==> src/rtl/breathe_pwm_mc.sv <==
// Multi-channel PWM engine on a shared period counter.
// Each channel runs a static duty or a triangle-ramped breathing duty.
module breathe_pwm_mc #(
  parameter int PERIOD      = 12000,
  parameter int CW          = 16,
  parameter int CH          = 4,
  parameter int STEP        = 1,
  parameter int ACTIVE_HIGH = 1
) (
  input  logic             clk,
  input  logic             rst_n,
  input  logic             en,
  input  logic [CH-1:0]    mode,
  input  logic [CH*CW-1:0] duty_in,
  input  logic             load,
  output logic [CH-1:0]    pwm_out,
  output logic [CH-1:0]    dir,
  output logic             period_tick
);

  localparam logic [CW-1:0] PER    = CW'(PERIOD);
  localparam logic [CW-1:0] PER_M1 = CW'(PERIOD - 1);
  localparam logic [CW-1:0] STEP_C = CW'(STEP);
  localparam logic [CW:0]   PER_X  = (CW+1)'(PERIOD);
  localparam logic [CW:0]   STEP_X = (CW+1)'(STEP);
  localparam logic [CH-1:0] IDLE   =
    (ACTIVE_HIGH == 0) ? {CH{1'b1}} : {CH{1'b0}};

  logic [CW-1:0]          cnt_q, cnt_d;
  logic [CH-1:0][CW-1:0]  duty_q, duty_d;
  logic [CH-1:0][CW-1:0]  shadow_q, shadow_d;
  logic [CH-1:0]          dir_q, dir_d;
  logic [CH-1:0]          pwm_q, pwm_d;
  logic                   tick_q, tick_d;

  logic                   boundary;
  logic [CH-1:0][CW-1:0]  sat;
  logic [CH-1:0][CW:0]    up;
  logic [CH-1:0]          raw;

  always_comb begin
    boundary = en && (cnt_q == PER_M1);
    cnt_d    = '0;
    if (en && !boundary) begin
      cnt_d = cnt_q + CW'(1);
    end
    tick_d = boundary;
  end

  // Saturate incoming duty so a period is never over-driven.
  always_comb begin
    sat = '0;
    for (int k = 0; k < CH; k++) begin
      if (duty_in[k*CW +: CW] > PER) begin
        sat[k] = PER;
      end else begin
        sat[k] = duty_in[k*CW +: CW];
      end
    end
  end

  always_comb begin
    shadow_d = shadow_q;
    duty_d   = duty_q;
    dir_d    = dir_q;
    up       = '0;
    for (int k = 0; k < CH; k++) begin
      up[k] = {1'b0, duty_q[k]} + STEP_X;
      if (load) begin
        shadow_d[k] = sat[k];
      end
      if (boundary) begin
        unique case (1'b1)
          !mode[k]: begin
            duty_d[k] = load ? sat[k] : shadow_q[k];
          end
          mode[k] && dir_q[k]: begin
            if (up[k] >= PER_X) begin
              duty_d[k] = PER;
              dir_d[k]  = 1'b0;
            end else begin
              duty_d[k] = up[k][CW-1:0];
            end
          end
          default: begin
            if ({1'b0, duty_q[k]} <= STEP_X) begin
              duty_d[k] = '0;
              dir_d[k]  = 1'b1;
            end else begin
              duty_d[k] = duty_q[k] - STEP_C;
            end
          end
        endcase
      end
    end
  end

  always_comb begin
    raw = '0;
    for (int k = 0; k < CH; k++) begin
      raw[k] = (cnt_q < duty_q[k]);
    end
    pwm_d = en ? (raw ^ IDLE) : IDLE;
  end

  always_ff @(posedge clk or negedge rst_n) begin
    if (!rst_n) begin
      cnt_q    <= '0;
      duty_q   <= '0;
      shadow_q <= '0;
      dir_q    <= '1;
      pwm_q    <= IDLE;
      tick_q   <= 1'b0;
    end else begin
      cnt_q    <= cnt_d;
      duty_q   <= duty_d;
      shadow_q <= shadow_d;
      dir_q    <= dir_d;
      pwm_q    <= pwm_d;
      tick_q   <= tick_d;
    end
  end

  assign pwm_out     = pwm_q;
  assign dir         = dir_q;
  assign period_tick = tick_q;

endmodule

==> config.mk <==
export PLATFORM = sky130hd
export DESIGN_NAME = breathe_pwm_mc
export DESIGN_NICKNAME = d
export VERILOG_FILES = /design/src/rtl/breathe_pwm_mc.sv
export SDC_FILE = /design/constraint.sdc
export NUM_CORES = 1
export LEC_CHECK = 0
export ABC_CLOCK_PERIOD_IN_PS = 3700
export CORE_ASPECT_RATIO = 0.7
export CORE_MARGIN = 4
export CORE_UTILIZATION = 60
export CTS_CLUSTER_SIZE = 25
export DETAILED_ROUTE_END_ITERATION = 10
export PLACE_DENSITY = 0.81
export SYNTH_ARGS = -nofsm -noshare
export SYNTH_HDL_FRONTEND = slang
export SYNTH_SLANG_ARGS = --single-unit
==> constraint.sdc <==
create_clock -name clk -period 3.7 [get_ports clk]
set_input_delay 1.11 -clock clk [delete_from_list [all_inputs] [get_ports clk]]
set_output_delay 1.11 -clock clk [all_outputs]
set_load 0.02 [all_outputs]
# Yosys cells after proc, flatten, opt, wreduce, memory -nomap -nowiden

Cells that the tools add are included.

Bits in registers: 153
Bits of input ports: 72
Word-level logic and storage cells: 98

Add/sub/neg operators: 9
Magnitude comparators: 16
Equality and inequality tests: 5
Mux-type cells: 34
Reductions and logical operators: 19

Operator list:

| operator                                                         | number |
|---|---|
| 2-to-1 mux 16 bit                                                | 17 |
| case mux 16 bit (2 select lines)                                 | 4 |
| adder 16 x 1 -> 17 bit (second input constant)                   | 4 |
| >= comparator 17 x 14 -> 1 bit (second input constant)           | 4 |
| greater-than comparator 16 x 14 -> 1 bit (second input constant) | 4 |
| <= comparator 16 x 1 -> 1 bit (second input constant)            | 4 |
| less-than comparator 16 bit                                      | 4 |
| subtractor 16 x 1 -> 16 bit (second input constant)              | 4 |
| adder 16 x 1 -> 16 bit (second input constant)                   | 1 |
| equality test 16 x 14 -> 1 bit (second input constant)           | 1 |
| AND reduction 4 bit                                              | 4 |
| 2-to-1 mux 1 bit                                                 | 8 |
| != test 2 x 1 -> 1 bit (second input constant)                   | 4 |
| case mux 1 bit (2 select lines)                                  | 4 |
| nonzero test 2 bit                                               | 4 |
| logical AND 1 bit                                                | 6 |
| logical NOT 1 bit                                                | 5 |
| 2-to-1 mux 4 bit                                                 | 1 |

# Longest topological paths before layout

Gate-level depths: netlist of the first run.

Depth after elaboration: 5
Depth in mapped cells: 10

# Least setup slack after synthesis of the first run

No wires, ideal clock.

Path type: input -> register
Start point: in duty_in[17]
End point: reg duty_q[25] (netlist bit)
Library setup time: 123 ps
Data arrival time: 2,775 ps
Data required time: 3,577 ps
Setup slack: 802 ps
Stages: 7
Buffers on the path: 0
Path through: or4_1 > o211ai_1 > a21boi_1 > nand2b_1 > o22a_2 > a221o_1 > a2bb2oi_1

Word-level cells in the longest chain between the ends: 4

Ends and longest elaborated chain:

| item                                     | line | text |
|---|---|---|
| start: declaration                       | 14   | `input logic [CH*CW-1:0] duty_in,` |
| greater-than comparator 16 x 14 -> 1 bit | 54   | `if (duty_in[k*CW +: CW] > PER) begin` |
| 2-to-1 mux 16 bit                        | 54   |  |
| 2-to-1 mux 16 bit                        | -    |  |
| case mux 16 bit (2 select lines)         | 73   | `unique case (1'b1)` |
| end signal: assignment                   | 116  | `duty_q <= duty_d;` |
| end: declaration                         | 30   | `logic [CH-1:0][CW-1:0] duty_q, duty_d;` |

Every way passes these cells.
A chain may end at the register's enable or synchronous reset.

# Final worst setup path of the first run

Start point: reg duty_q[33] (netlist bit)
End point: reg duty_q[32] (netlist bit)

Word-level cells in the longest chain between the ends: 4

Ends and longest elaborated chain:

| item                                 | line | text |
|---|---|---|
| adder 16 x 1 -> 17 bit               | 68   | `up[k] = {1'b0, duty_q[k]} + STEP_X;` |
| >= comparator 17 x 14 -> 1 bit       | 78   | `if (up[k] >= PER_X) begin` |
| 2-to-1 mux 16 bit                    | 78   |  |
| case mux 16 bit (2 select lines) (*) | 73   |  |

Every way passes the cells marked *; elsewhere a longest branch is shown, timed or not.

==> metrics.txt, run 1 <==
status finished clean; mux cell area share after synthesis 0.468%; Syn-to-layout area delta 13.2%; DRC Markers 0; fin crit period 3.17 ns; reg-to-reg startpoint duty_q[33]; Vias/cell 6.85; Avg Cell Area, Syn 8.54 um^2; layout cells sized above 1 7.42%; CTS-repair resized insts 0; final max-slew violation count 0; vias in the first global route 10500; worst reg-to-reg path cell count 8; Least-Margin Pin Slew 1.05 ns; Worst Setup End Kind flip-flop; Worst-Skew Late Latency 0.44 ns; DR WL/cell 20.6 um; CTS clk-pin slew, worst paths 0.07 ns; most frequent cells in the layout dfrtp_1 (149), a21oi_1 (100), nor2_1 (99); Simple-Gate Fraction of Synth Area 21.1%; largest net degree at the start of global routing 89; initial DRC count 1431; CTS H-tree lvls 4; ys flop type dfrtp_1; Placer Congestion 1.04; final hold viol count 0; WHS 0.478 ns; Clock Path Buffers 2; HP Start shadow_q[0]; Post-Syn Nets 1492; via count 11400; Tcrit/Tclk final 85.8%; Post-Synthesis Cells 1347; Total Routing Usage GR 31.7%; Post-synth ARST share 100%; synthesis-stage register bit count 153; Arrival @ worst endpoint 3.56 ns; main combinational cell family by area after synthesis compound AO/OA/AOI/OAI gates; Die W 174 um; Final Skew 0.0113 ns; CTS tree built; total grt overflow 0; EDFF count, synth 0; Critical Path Fanout Max 12; synth warn 0; power per cell area 293 mW/mm^2; Required @ worst endpoint 4.09 ns; Setup Buffers After CTS 0; drt total wl 34200 um; P_leak 5.37 nW; Num Clock Sinks 153; top cell type's share of synthesized area 32.4%; Worst Hold End shadow_q[0]; hold-fix buffers at CTS 0; antenna cells 0; Routed Antenna Nets 0; worst r2r dst duty_q[32]; Die Y 124 um; setup tns final 0 ns; Worst IR Drop VDD 0.210 mV; TritonCTS Buffers 17; I/O pins 81; Post-Syn Area 0.0115 mm^2; Min-Delay Path Class reg -> reg; sequential area share after synthesis 33.3%; port buffer count 80; Detailed Place HPWL 24800 um; max-cap viol count 0; Fmax 0.315 GHz; post-synth cell types 95; # setup viols final 0; Synth Area in Adders 7.94%; Initial Util 61.0%; worst hold stages 2; CTS root buffer clkbuf_16; first-pass GRT wire length 55100 um; Rows 42; Area contributors post-synth dfrtp_1 (32%), ha_1 (7.9%), a21oi_1 (4.3%); crit path kind reg -> reg; Final #Nets 1547; antenna violations before repair 1; Worst Setup Start Kind flip-flop; Compound-Gate Fraction of Synth Area 27.4%; r2r setup slk 0.53 ns; area of the core 0.0189 mm^2; Rel. slew slack 29.3%; First-pass DRT Iterations 6; Synth Area in XOR/XNOR 3.20%; Die Footprint 0.0215 mm^2; RSZ-0062 raised after global routing no; most common cell after layout, fill and taps aside dfrtp_1; cell taking the most area after synthesis dfrtp_1
==> critical path, stage by stage, from the launching register on <==
cell	delay (ns)
dfrtp_1	0.51
ha_1	0.53
nand4_1	0.19
nor4_1	0.24
mux2_2	0.38
a2111oi_0	0.49
nand2_1	0.31
a211oi_1	0.32
a221o_1	0.14
==> flip-flops by register name, indices dropped and copies added (netlist names) <==
register and flops:
duty_q 64, cnt_q 16, dir 4, shadow_q 64, pwm_out 4, period_tick 1
==> per-stage QoR <==
step | power (mW) | std cells | worst slack [ns] | cell area [um^2] | utilization (%)
finish | 3.82 | 1657 | 0.525 | 13000 | 69.1
detailed placement | 2.09 | 1625 | 0.246 | 12400 | 66.0
CTS | 3.83 | 1657 | 0.636 | 13000 | 69.1
floorplan | 1.89 | 1347 | 0.802 | 11500 | -
global placement | 2.08 | 1625 | 0.319 | 12400 | 66.0
global route | 3.93 | 1657 | 0.280 | 13000 | 69.1
==> logic make-up (layout without fill, tap and decap cells) <==
logic type	count (synthesis)	in the layout
AND/OR/NAND/NOR	459	459
XOR/XNOR	42	42
adder cells (fa/ha/maj)	73	73
AO/OA/AOI/OAI	451	451
multiplexers	5	5
buffers and inverters	164	232
flip-flops	153	153
==> cells in the mapped netlist, types with 12 or more instances <==
| cell | instances |
|---|---|
| and3_1 | 22 |
| inv_1 | 83 |
| dfrtp_1 | 149 |
| a211oi_1 | 21 |
| a21o_1 | 19 |
| o21ai_0 | 80 |
| o22ai_1 | 12 |
| xnor2_1 | 32 |
| nand2b_1 | 12 |
| nand3_1 | 56 |
| nor2_1 | 99 |
| clkbuf_1 | 36 |
| or3_1 | 14 |
| nand2_1 | 86 |
| nor2b_1 | 15 |
| o31ai_1 | 12 |
| ha_1 | 73 |
| o22a_1 | 19 |
| a31oi_1 | 25 |
| nand4_1 | 28 |
| nor3_1 | 57 |
| a22o_1 | 26 |
| buf_2 | 25 |
| nor4_1 | 19 |
| a21oi_1 | 100 |
==> layer usage <==
metal	global-route usage (%)	share of wire, %
met4	10.2	2.4
met2	47.9	42
met3	7.16	12
met5	0	0
met1	45.7	44
==> cell type report <==
type | count | area [um^2]
timing repair buffer | 113 | 1070
fill | 1520 | 5840
sequential | 153 | 3830
multi-input combinational | 1030 | 6920
tap | 242 | 303
clock inverter | 13 | 146
clock buffer | 19 | 433
inverter | 87 | 327
==> how the worst max path moves through the flow <==
stage	to	slack, ns	cells after the start	from
3_3_place_gp	duty_q[55]	0.32	8	duty_in[49]
4_1_cts	duty_q[32]	0.64	8	duty_q[33]
2_1_floorplan	duty_q[25]	0.80	7	duty_in[17]
6_report	duty_q[32]	0.53	8	duty_q[33]
3_5_place_dp	duty_q[50]	0.25	8	duty_in[49]
5_1_grt	duty_q[45]	0.28	7	duty_q[36]
==> power breakdown <==
part	total [mW]	leakage (nW)	switching [mW]	internal [mW]
sequential	1.73	1.83	0.0192	1.71
clock	1.76	0.267	0.759	1.00
combinational	0.332	3.27	0.181	0.151
Power figures use the tool's default switching activity.
==> inputs of run 2 (changes only) <==
--- a/config.mk
+++ b/config.mk
@@ -6,6 +6,7 @@
 export NUM_CORES = 1
 export LEC_CHECK = 0
 export ABC_CLOCK_PERIOD_IN_PS = 3700
+export CAP_MARGIN = 10
 export CORE_ASPECT_RATIO = 0.7
 export CORE_MARGIN = 4
 export CORE_UTILIZATION = 60
==> results of run 2 <==
Same layout as run 1: the final DEF is identical, and so are final timing and power.
